### src/rtl/rr_lock_arbiter.sv
// rr_lock_arbiter: round-robin arbiter with grant locking; optional forced release under `ARB_TIMEOUT_EN
//   clk             rising-edge clock
//   rst             synchronous active-high reset
//   req_i[N]        level requests, held for the whole transaction
//   done_i[N]       one-cycle release pulse from the owner (other bits ignored)
//   gnt_o[N]        registered one-hot grant or zero
//   gnt_valid_o     OR of gnt_o
//   gnt_id_o[ID_W]  index of the current owner, holds while no grant
//   timeout_pulse_o one-cycle pulse on a forced release (0 without ARB_TIMEOUT_EN)
module rr_lock_arbiter #(
  parameter int N = 4,
  parameter int MAX_HOLD = 8,
  localparam int ID_W = $clog2(N)
) (
  input  logic            clk,
  input  logic            rst,
  input  logic [N-1:0]    req_i,
  input  logic [N-1:0]    done_i,
  output logic [N-1:0]    gnt_o,
  output logic            gnt_valid_o,
  output logic [ID_W-1:0] gnt_id_o,
  output logic            timeout_pulse_o
);
  if (N < 2 || N > 16 || MAX_HOLD < 1) begin : g_bad_param
    $error("rr_lock_arbiter: N must be 2..16 and MAX_HOLD >= 1");
  end
  typedef enum logic {IDLE, OWNED} state_t;
  state_t          state_q;
  logic [ID_W-1:0] owner_q, ptr_q, nxt_ptr, start, win;
  logic [N-1:0]    cand;
  logic            quit, forced, take, found;
  assign nxt_ptr     = ID_W'((int'(owner_q) + 1) % N);
  assign quit        = state_q == OWNED && (done_i[owner_q] || !req_i[owner_q]);
  assign take        = state_q == IDLE || quit || forced;
  // On release the current owner is masked out so it can never win back-to-back
  assign start       = state_q == OWNED ? nxt_ptr : ptr_q;
  assign cand        = state_q == OWNED ? req_i & ~(N'(1) << owner_q) : req_i;
  assign gnt_valid_o = |gnt_o;
`ifdef ARB_TIMEOUT_EN
  localparam int HW = $clog2(MAX_HOLD + 1);
  logic [HW-1:0] hold_q;
  logic          sat;
  assign sat    = hold_q == HW'(MAX_HOLD - 1);
  // done/abandon take precedence, so a coinciding timeout is not flagged
  assign forced = state_q == OWNED && !quit && sat && |cand;
`else
  assign forced = 1'b0;
`endif
  always_comb begin
    found = 1'b0;
    win   = '0;
    for (int i = N - 1; i >= 0; i--) begin
      if (cand[(int'(start) + i) % N]) begin
        found = 1'b1;
        win   = ID_W'((int'(start) + i) % N);
      end
    end
  end
  always_ff @(posedge clk) begin
    if (rst) begin
      state_q         <= IDLE;
      owner_q         <= '0;
      ptr_q           <= '0;
      gnt_o           <= '0;
      gnt_id_o        <= '0;
      timeout_pulse_o <= 1'b0;
`ifdef ARB_TIMEOUT_EN
      hold_q          <= '0;
`endif
    end else begin
      timeout_pulse_o <= forced;
      if (take) begin
        if (state_q == OWNED) ptr_q <= nxt_ptr;
        state_q <= found ? OWNED : IDLE;
        gnt_o   <= found ? N'(1) << win : '0;
        if (found) begin
          owner_q  <= win;
          gnt_id_o <= win;
        end
      end
`ifdef ARB_TIMEOUT_EN
      if (take) hold_q <= '0;
      else if (!sat) hold_q <= hold_q + HW'(1);
`endif
    end
  end
endmodule

### config.mk
export PLATFORM = sky130hd
export DESIGN_NAME = rr_lock_arbiter
export DESIGN_NICKNAME = d
export VERILOG_FILES = /design/src/rtl/rr_lock_arbiter.sv
export SDC_FILE = /design/constraint.sdc
export NUM_CORES = 1
export LEC_CHECK = 0
export ABC_AREA = 0
export BUFFER_PORTS_ARGS = -buffer_cell sky130_fd_sc_hd__buf_2
export CAP_MARGIN = 20
export CORE_MARGIN = 3
export CORE_UTILIZATION = 28
export DETAILED_ROUTE_END_ITERATION = 16
export PLACE_DENSITY = 0.56
export SYNTH_ARGS = -nofsm -noshare
export SYNTH_HDL_FRONTEND = slang
export SYNTH_SLANG_ARGS = --single-unit
export TNS_END_PERCENT = 100
### constraint.sdc
create_clock -name clk -period 1.8 [get_ports clk]
set_input_delay 0.09 -clock clk [delete_from_list [all_inputs] [get_ports clk]]
set_output_delay 0.09 -clock clk [all_outputs]
set_load 0.05 [all_outputs]
==> results.toml <==
[drt]
drc = 0
wirelength_um = 1771
via_count = 708
dr.pass1.iters = 2
wire_per_inst_um = 13.02
viasPerCell = 5.206
final_antenna_net_count = 0
drtIter0Drc = 7

[job]
cap_violations = 0

[floorplan]
io_pins = 18
dieHeight_um = 56.07
die_width_um = 56.07
rows = 17
core_area_um2 = 2297
die-area_um2 = 3144
start_util_pct = 30.56

[global_routing]
grt_pass1_wl_um = 2842
antenna_found_initial = 0
grt_pass1_vias = 645
use_met2_pct = 17.70
grt_use_total_pct = 11.26
gr-total-overflow = 0
grtUsageMet1_pct = 14.66
top_usage_layer = "met2"
use_met3_pct = 3.016
grt_max_degree = 13

[setup_path]
worstPathRequired_ps = 1960
cp-end-kind = "flip-flop"
cpPeakStageDelay_ps = 380
start_kind = "flip-flop"
cp_max_fo = 6
cp.arrival_ps = 1940
critPathKind = "flip-flop to flip-flop"
cpMaxStageDelayCell = "dfxtp_4"
path_cells = "inv_2, ha_4, a21bo_2, o32ai_1, a21oi_1, and2_1, a32o_1"

[final_layout]
final_area_um2 = 938.4
syn2layout_area_growth_pct = 33.69
antenna_cells = 0
final_layout_size_suffix_gt1_share_pct = 44.44
final_util_pct = 40.85
nets = 123

[sta]
rsz0062_at_grt = "true"
period_needed_ps = 1777
setup_viol = 0
drv_slew = 0
setup_tns_ps = 0
fin_ws_ps = 22.65
fin_crit_sh_pct = 98.74
relSlewSlack_pct = 66.30
finClkSkew_ps = 3.596
fmax_mhz = 562.6
worst_pin_slew_ps = 504.0
finalHoldViolCount = 0

[clock_tree]
cts_buffers = 3
cts_tree = "built"
cts_root_buf = "clkbuf_4"
cts_hold_buf = 0
cts.sinks = 9
path_clk_slew_ps = 70
clkLatencyLatePin_ps = 270
clockBufferDepth = 2
htreeDepth = 1

[logic_synthesis]
yosys.area_share.simple_pct = 23.71
synthAdderAreaFrac_pct = 7.130
avgSynthCellArea_um2 = 8.666
ys_seq_elements = 9
synth_area_um2 = 701.9
syn_inst = 81
synth.area.mux_share_pct = 6.417
synth_top_family_by_area = "compound AO/OA/AOI/OAI gates"
yosysWarningCount = 0
ys_seq_area_share_pct = 25.67
ys_types = 41
synth_xor_xnor_area_share_pct = 0
synth-compound-area-share_pct = 28.70
syn_nets = 95

[place]
gp_congestion = 0.8274
placed_area_um2 = 868.3
hpwl_um = 1392
portBuffers = 16
preCtsSetupSlack_ps = 5.786

[pwr]
p_total_mw = 0.9433
power-per-cell-area_nw_per_um2 = 1005
p_leak_nw = 0.4193
worst_ir_drop_vdd_mv = 0.3718

[min_path]
min_path_type = "input port to flip-flop"

[status]
status = "finished clean"
[routing by layer]
metal | routed length [um] | vias to the layer above
met1 | 823 | 340
met3 | 61 | 4
met2 | 861 | 8
met5 | 0 | -
met4 | 25 | 0
li1 | - | 356
[registers in the layout (all words and copies together) (netlist names)]
| signal | cells |
|---|---|
| state_q | 1 |
| gnt_id_o | 2 |
| gnt_o | 4 |
| ptr_q | 2 |
[critical path, delay by kind of cell, from the launching register on]
| kind | cells | cell delay, ps |
|---|---|---|
| compound gates | 4 | 890 |
| simple gates | 1 | 190 |
| fa+ha+maj | 1 | 150 |
| flops | 1 | 380 |
| buf+inv | 1 | 60 |
[cell usage in the layout (no fill, tap or decap), types with 2 or more instances in the layout]
cell / n
nand3b_1: 2
dfxtp_1: 6
nor2_1: 4
o22ai_1: 2
dfxtp_4: 2
a32o_1: 2
a21oi_1: 3
nor2b_1: 2
ha_1: 3
nand2_1: 7
inv_2: 2
buf_2: 16
clkbuf_4: 3
mux2i_1: 2
a21bo_2: 2
o21ai_0: 3
o32ai_1: 2
inv_1: 4
buf_4: 10
a21boi_2: 2
[final cells by class]
| class | count | area, um^2 |
|---|---|---|
| fillers | 232 | 1359 |
| multi-input cells | 63 | 510.5 |
| flip-flops and latches | 9 | 188.9 |
| repair buffers | 26 | 155.1 |
| well taps | 28 | 35.03 |
| clock buffers | 4 | 26.28 |
| inverters | 6 | 22.52 |
[synth_stat cells, drive strengths merged]
master | number | share of area, %
nor3 | 2 | 1.4
dfxtp | 9 | 26
nor2b | 3 | 3.0
or4b | 1 | 1.4
o21ai | 3 | 2.1
o41ai | 1 | 1.2
inv | 6 | 3.2
a21bo | 2 | 2.9
or4 | 1 | 1.1
a31oi | 1 | 0.89
a21boi | 3 | 3.2
or3 | 1 | 0.89
nor3b | 1 | 1.8
nand3 | 1 | 0.71
conb | 1 | 0.53
nor2 | 4 | 2.1
nand2 | 7 | 3.7
a21oi | 4 | 2.9
ha | 4 | 7.1
and2b | 1 | 1.4
a2bb2oi | 1 | 1.2
clkbuf | 1 | 2.0
o32a | 1 | 1.4
o2bb2ai | 2 | 3.4
buf | 2 | 2.7
and2 | 1 | 0.89
nor4 | 2 | 1.8
or2 | 1 | 1.2
o32ai | 2 | 2.5
a32o | 2 | 2.9
mux2 | 1 | 1.6
o31ai | 1 | 1.1
mux2i | 3 | 4.8
nand3b | 2 | 2.1
a41oi | 1 | 1.2
o22ai | 2 | 1.8
[metrics by stage]
stage               cells  hold slack (ps)
global placement      129            416.0
floorplan              81            271.7
global route          136            143.2
CTS                   135            139.4
finish                136            125.8
detailed placement    129            416.7
[logic make-up after synthesis]
logic type | after synthesis
AND/OR/NAND/NOR | 28
AO/OA/AOI/OAI | 26
buffers and inverters | 9
flip-flops | 9
multiplexers | 4
adder cells (fa/ha/maj) | 4
other | 1
[worst paths after layout]
path	cells past startpoint	start	slack, ps	to
setup / recovery	7	gnt_id_o[1]	20	gnt_o[3]
hold / removal	2	rst	130	gnt_id_o[1]
setup reg to reg	7	gnt_id_o[1]	20	gnt_o[3]
hold reg to reg	2	ptr_q[0]	500	ptr_q[0]
[power by group]
part           leakage, nW  total (mW)  internal, mW  switching, mW
Sequential          0.0756       0.268         0.236         0.0316
Combinational        0.329       0.510         0.202          0.308
Clock               0.0150       0.166        0.0858         0.0800
Total                0.419       0.943         0.524          0.420
[what timing repair did]
| action | in CTS | in global routing |
|---|---|---|
| pin swaps | 0 | 2 |
| cloned | 0 | 0 |
| setup buffers | 2 | 1 |
| resized for setup | 0 | 6 |
| setup endpoints to repair | 1 | 4 |
Note: power is estimated with default switching activity, not from simulation.
